--- src/rtl/branch_predictor.sv ---
// Fetch-side branch predictor: direct-mapped BTB with 2-bit counters, looked up in IF
// and trained from the resolved branch in EX. Also keeps branch/mispredict perf counters.
module branch_predictor #(
  parameter int ENTRIES = 64
) (
  input  logic        clk,
  input  logic        rstn,
  input  logic        if_valid,
  input  logic [31:0] if_pc,
  output logic        pred_taken,
  output logic [31:0] pred_target,
  input  logic        ex_valid,
  input  logic [31:0] ex_pc,
  input  logic [3:0]  ex_br_type,
  input  logic        ex_taken,
  input  logic [31:0] ex_target,
  input  logic        ex_pred_taken,
  input  logic [31:0] ex_pred_target,
  output logic        mispredict,
  output logic [31:0] redirect_pc,
  output logic [31:0] perf_branch,
  output logic [31:0] perf_miss
);
  localparam int INDEX_W = $clog2(ENTRIES);
  localparam int TAG_W   = 30 - INDEX_W;

  localparam logic [3:0] BT_JIRL = 4'b0011;
  localparam logic [3:0] BT_B    = 4'b0100;
  localparam logic [3:0] BT_BL   = 4'b0101;
  localparam logic [3:0] BT_BGEU = 4'b1011;

  logic [ENTRIES-1:0]       valid;
  logic [ENTRIES-1:0][1:0]  ctr;
  logic [ENTRIES-1:0]       uncond;
  logic [TAG_W-1:0]         tag_q [ENTRIES];
  logic [31:0]              tgt_q [ENTRIES];

  // ---------------- IF lookup ----------------
  logic [INDEX_W-1:0] l_idx;
  logic [TAG_W-1:0]   l_tag;
  logic               l_hit;

  assign l_idx = if_pc[INDEX_W+1:2];
  assign l_tag = if_pc[31:INDEX_W+2];
  assign l_hit = if_valid & valid[l_idx] & (tag_q[l_idx] == l_tag);

  logic l_taken;
  assign l_taken     = l_hit & (uncond[l_idx] | ctr[l_idx][1]);
  assign pred_taken  = rstn & l_taken;
  // Target follows the raw prediction so it stays a pure function of state and if_pc.
  assign pred_target = l_taken ? tgt_q[l_idx] : if_pc + 32'd4;

  // ---------------- EX resolution ----------------
  logic is_branch, is_uncond, miss_raw;

  assign is_branch = (ex_br_type == BT_JIRL) ||
                     ((ex_br_type >= BT_B) && (ex_br_type <= BT_BGEU));
  assign is_uncond = (ex_br_type == BT_JIRL) || (ex_br_type == BT_B) ||
                     (ex_br_type == BT_BL);

  assign miss_raw    = ex_valid & ((ex_taken != ex_pred_taken) |
                                   (ex_taken & (ex_target != ex_pred_target)));
  assign mispredict  = rstn & miss_raw;
  assign redirect_pc = ex_taken ? ex_target : ex_pc + 32'd4;

  // ---------------- training ----------------
  logic [INDEX_W-1:0] u_idx;
  logic [TAG_W-1:0]   u_tag;
  logic               u_hit, upd, wr_entry;
  logic [1:0]         ctr_next;

  assign u_idx    = ex_pc[INDEX_W+1:2];
  assign u_tag    = ex_pc[31:INDEX_W+2];
  assign u_hit    = valid[u_idx] & (tag_q[u_idx] == u_tag);
  assign upd      = ex_valid & is_branch;
  // Taken branches always (re)write tag/target/type; not-taken only touches the counter.
  assign wr_entry = upd & ex_taken;

  always_comb begin
    ctr_next = ctr[u_idx];
    if (ex_taken) begin
      if (!u_hit)                 ctr_next = 2'b10;
      else if (ctr[u_idx] != 2'b11) ctr_next = ctr[u_idx] + 2'd1;
    end else if (ctr[u_idx] != 2'b00) begin
      ctr_next = ctr[u_idx] - 2'd1;
    end
  end

  always_ff @(posedge clk) begin
    if (!rstn) begin
      valid       <= '0;
      for (int i = 0; i < ENTRIES; i++) ctr[i] <= 2'b01;
      perf_branch <= '0;
      perf_miss   <= '0;
    end else begin
      if (wr_entry) valid[u_idx] <= 1'b1;
      if (upd && (ex_taken || u_hit)) ctr[u_idx] <= ctr_next;
      if (upd)        perf_branch <= perf_branch + 32'd1;
      if (mispredict) perf_miss   <= perf_miss + 32'd1;
    end
  end

  // Payload arrays carry no reset; a reset cycle still suppresses the write.
  always_ff @(posedge clk) begin
    if (rstn && wr_entry) begin
      tag_q[u_idx]  <= u_tag;
      tgt_q[u_idx]  <= ex_target;
      uncond[u_idx] <= is_uncond;
    end
  end

endmodule

--- config.mk ---
export PLATFORM = sky130hd
export DESIGN_NAME = branch_predictor
export DESIGN_NICKNAME = d
export VERILOG_FILES = /design/src/rtl/branch_predictor.sv
export SDC_FILE = /design/constraint.sdc
export NUM_CORES = 2
export LEC_CHECK = 0
export CAP_MARGIN = 20
export CORE_MARGIN = 4
export CORE_UTILIZATION = 50
export CTS_CLUSTER_DIAMETER = 60
export CTS_CLUSTER_SIZE = 10
export DETAILED_ROUTE_END_ITERATION = 7
export PLACE_DENSITY = 0.66
export SKIP_LAST_GASP = 1
export SLEW_MARGIN = 5
export SYNTH_ARGS = -nofsm -noshare
export SYNTH_HDL_FRONTEND = slang
export SYNTH_SLANG_ARGS = --single-unit
--- constraint.sdc ---
create_clock -name clk -period 18.12 [get_ports clk]
set_input_delay 2.718 -clock clk [delete_from_list [all_inputs] [get_ports clk]]
set_output_delay 2.718 -clock clk [all_outputs]
set_load 0.01 [all_outputs]
==> reports/summary.json <==
{
  "run_status": {
    "run_status": "finished, final reports clean"
  },
  "drt": {
    "route.vias.total": 97600,
    "detail-route-antenna-nets": 0,
    "routed_wl_mm": 591,
    "mean_routed_wirelength_per_cell_um": 44.6,
    "number_of_iterations_in_the_first_detailed_routing_pass": 8,
    "post_drt_via_cell_ratio": 7.37,
    "detail_route.iter0.violations": 17800,
    "count_of_unresolved_drc_violations_after_routing": 0
  },
  "placement": {
    "hpwl_mm": 335,
    "portBuffers": 267,
    "gp_congestion": 0.933,
    "post_dp_cell_area_um2": 174000
  },
  "die": {
    "fp.dieArea_um2": 341000,
    "die_w_um": 584,
    "core_region_area_um2": 330000,
    "std_cell_rows": 211,
    "design.portCount": 268,
    "floorplan.initialDensity_pct": 50.2,
    "die_height_um": 584
  },
  "sta": {
    "timing.final.setup_violations": 0,
    "rsz0062_at_grt": "false",
    "whs_ns": 0.475,
    "fin_setup_tns_ns": 0,
    "hold_violations": 0,
    "report.final.slew_viol_count": 0,
    "clock.fmax_mhz": 76.7,
    "min_period_over_period_pct": 72.0,
    "relSlewSlack_pct": 13.8,
    "worst_pin_slew_ns": 1.29,
    "min_period_ns": 13.04,
    "fin_worst_skew_ns": 0.0386
  },
  "critical_path": {
    "setup.worst_path.class": "in -> out",
    "worst_endpoint_data_arrival_time_ns": 10.33,
    "setup.worst_path.start_class": "input port",
    "end_kind": "output port",
    "timing.critical_path.required_ns": 15.40,
    "timing.critical_path.fanout_max": 95
  },
  "power": {
    "clock_power_share_pct": 40.9,
    "p_int_w": 0.0147,
    "cellPowerDensity_nw_per_um2": 102,
    "total_leakage_power_nw": 59.2,
    "power.switching_fraction_pct": 22.4,
    "power_switching_w": 0.00424,
    "irDropWorstVdd_mv": 0.0875,
    "power_frac_seq_pct": 52.2,
    "power_share_of_the_combinational_group_pct": 6.9,
    "overall_power_consumption_w": 0.0189
  },
  "clock_tree": {
    "cts_inserted_buffers": 433,
    "post_cts_buffers": 0,
    "worst_path_clk_slew_ns": 0.06,
    "cts_hold_buffers": 0,
    "worstSkewPairLatency_ns": 0.97,
    "cts_sinks": 3904,
    "max-clock-path-buffers": 4,
    "cts_htree_levels": 5,
    "ctsResizeCount": 0,
    "tritoncts": "done",
    "ctsRootBufferMaster": "clkbuf_16"
  },
  "global_route": {
    "track_usage_pct": 34.3,
    "maximum_number_of_pins_on_one_net_before_global_route_repair": 142,
    "grt_pass1_vias": 94800,
    "gr-total-overflow": 0,
    "grt_first_pass_wirelength_mm": 802,
    "antenna_found_initial": 60
  },
  "worst_hold_path": {
    "hp-class": "reg -> reg"
  },
  "synth": {
    "post_synth_net_total": 8431,
    "synthDominantAreaCellType": "edfxtp_1",
    "synth_largest_type_area_fraction_pct": 66.1,
    "synth_cell_types": 92,
    "synth-async-reset-ratio_pct": 0,
    "synth.yosys.seq_area_share_pct": 69.2,
    "synth.ff_latch_count": 3904,
    "post_synth_main_area_contributors": "edfxtp_1 66%, mux4_2 18%, dfxtp_1 3.1%, mux2i_1 2.2%, xnor2_1 0.67%",
    "synth_flop_cell": "edfxtp_1",
    "syn_area_per_cell_um2": 20.0,
    "yosys_warns": 0,
    "synthesis.area_um2": 166000,
    "synth_enable_flop_cells": 3648,
    "postSynthCellCount": 8287
  },
  "final_layout": {
    "multi_input_comb_area_um2": 48600,
    "filler_cell_count": 24200,
    "ff_latch_area_um2": 115000,
    "layout-area-overhead-vs-synth_pct": 12.2,
    "finalInstanceArea_um2": 186000,
    "layout.nets": 8901,
    "final_layout_size_suffix_gt1_share_pct": 28.2,
    "most-common-layout-cells": "3,648 x edfxtp_1, 1,341 x mux4_2, 438 x clkbuf_16",
    "layout_commonest_cell": "edfxtp_1"
  },
  "flow_run": {
    "maxCapViolCount": 0
  }
}
==> Yosys cell counts, types with 12 or more instances <==
library cell	count
a211oi_1	18
a21o_1	71
a21oi_1	86
a221o_1	30
a221oi_1	97
a22o_1	38
a22oi_1	130
a31oi_1	22
and2_1	66
and3_1	39
buf_1	44
buf_2	165
buf_4	45
buf_6	43
clkbuf_1	279
dfxtp_1	256
edfxtp_1	3648
inv_1	19
mux2_1	37
mux2_2	82
mux2i_1	371
mux4_2	1341
nand2_1	232
nand3_1	102
nand3_2	48
nand3b_1	14
nand4_1	41
nor2_1	137
nor2b_1	73
nor3_1	24
nor4_1	13
o211ai_1	45
o21ai_0	151
o221ai_1	12
o22ai_1	84
o2bb2ai_1	12
or3b_2	13
xnor2_1	127
xor2_1	57
==> power groups by stage <==
stage,Combinational (W),Sequential [W],Clock [W]
after floorplan,0.000716,0.0101,0
after global placement,0.00125,0.0101,0
after detailed placement,0.00127,0.0101,0
after CTS,0.00127,0.00987,0.00778
after global routing,0.00133,0.00987,0.00818
final,0.00130,0.00987,0.00774
==> through the flow <==
step	util [%]	std cells	setup slack [ns]
after floorplan	-	8287	9.37
after global placement	52.7	12700	5.55
after detailed placement	52.7	12700	5.54
after CTS	56.2	13200	5.53
after global routing	56.3	13200	4.89
final	56.3	13300	5.08
==> sequential cells by signal, indices dropped and copies added, names as in the netlist <==
name	flops
perf_branch	32
perf_miss	32
ctr	128
valid	64
tag_q	1536
tgt_q	2048
uncond	64
==> critical path, stage by stage <==
cell,delay (ns)
buf_16,0.44
buf_12,0.70
buf_4,0.89
mux4_2,0.61
mux4_2,0.48
mux4_2,0.47
xnor2_1,0.72
nand4_1,0.93
nor2_1,0.45
nand4b_4,0.12
buf_4,0.41
mux2_1,0.47
clkdlybuf4s50_1,0.49
==> layer usage <==
| layer | GRT usage, % | vias up | part of all wire [%] |
|---|---|---|---|
| met5 | 0 | - | 0.027 |
| met3 | 10.4 | 1910 | 14 |
| met2 | 50.9 | 8498 | 45 |
| met4 | 21.0 | 22 | 7.6 |
| met1 | 44.8 | 51300 | 34 |
| li1 | - | 35900 | - |
==> logic make-up after synthesis <==
group	count (synthesis)	synth area share (%)
xor+xnor	184	0.972
flops	3904	69.2
simple gates	873	2.87
compound gates	885	3.81
buf+inv	604	1.83
mux	1831	21.3
fa+ha+maj	6	0.0453
==> cell type report <==
class	instances	share of cell area, %
Timing Repair Buffer	618	2.84
Tap cell	4366	2.94
Clock buffer	496	6.02
Antenna cell	38	0.0511
Sequential cell	3904	61.7
Multi-Input combinational cell	3779	26.2
Inverter	21	0.0444
Clock inverter	32	0.273
==> worst paths after layout <==
check                           slack, ns  cells past startpoint                   start                     end
worst min register to register       0.48                      1  valid[29]$_SDFFE_PN0P_  valid[29]$_SDFFE_PN0P_
worst max register to register      12.73                     12  tag_q[25][8]$_DFFE_PP_     ctr[1]$_SDFFE_PN0P_
worst max-delay path                 5.08                     13                if_pc[2]         pred_target[20]
worst min-delay path                 0.48                      1  valid[29]$_SDFFE_PN0P_  valid[29]$_SDFFE_PN0P_
No activity file was read; power rests on OpenSTA's default activity.
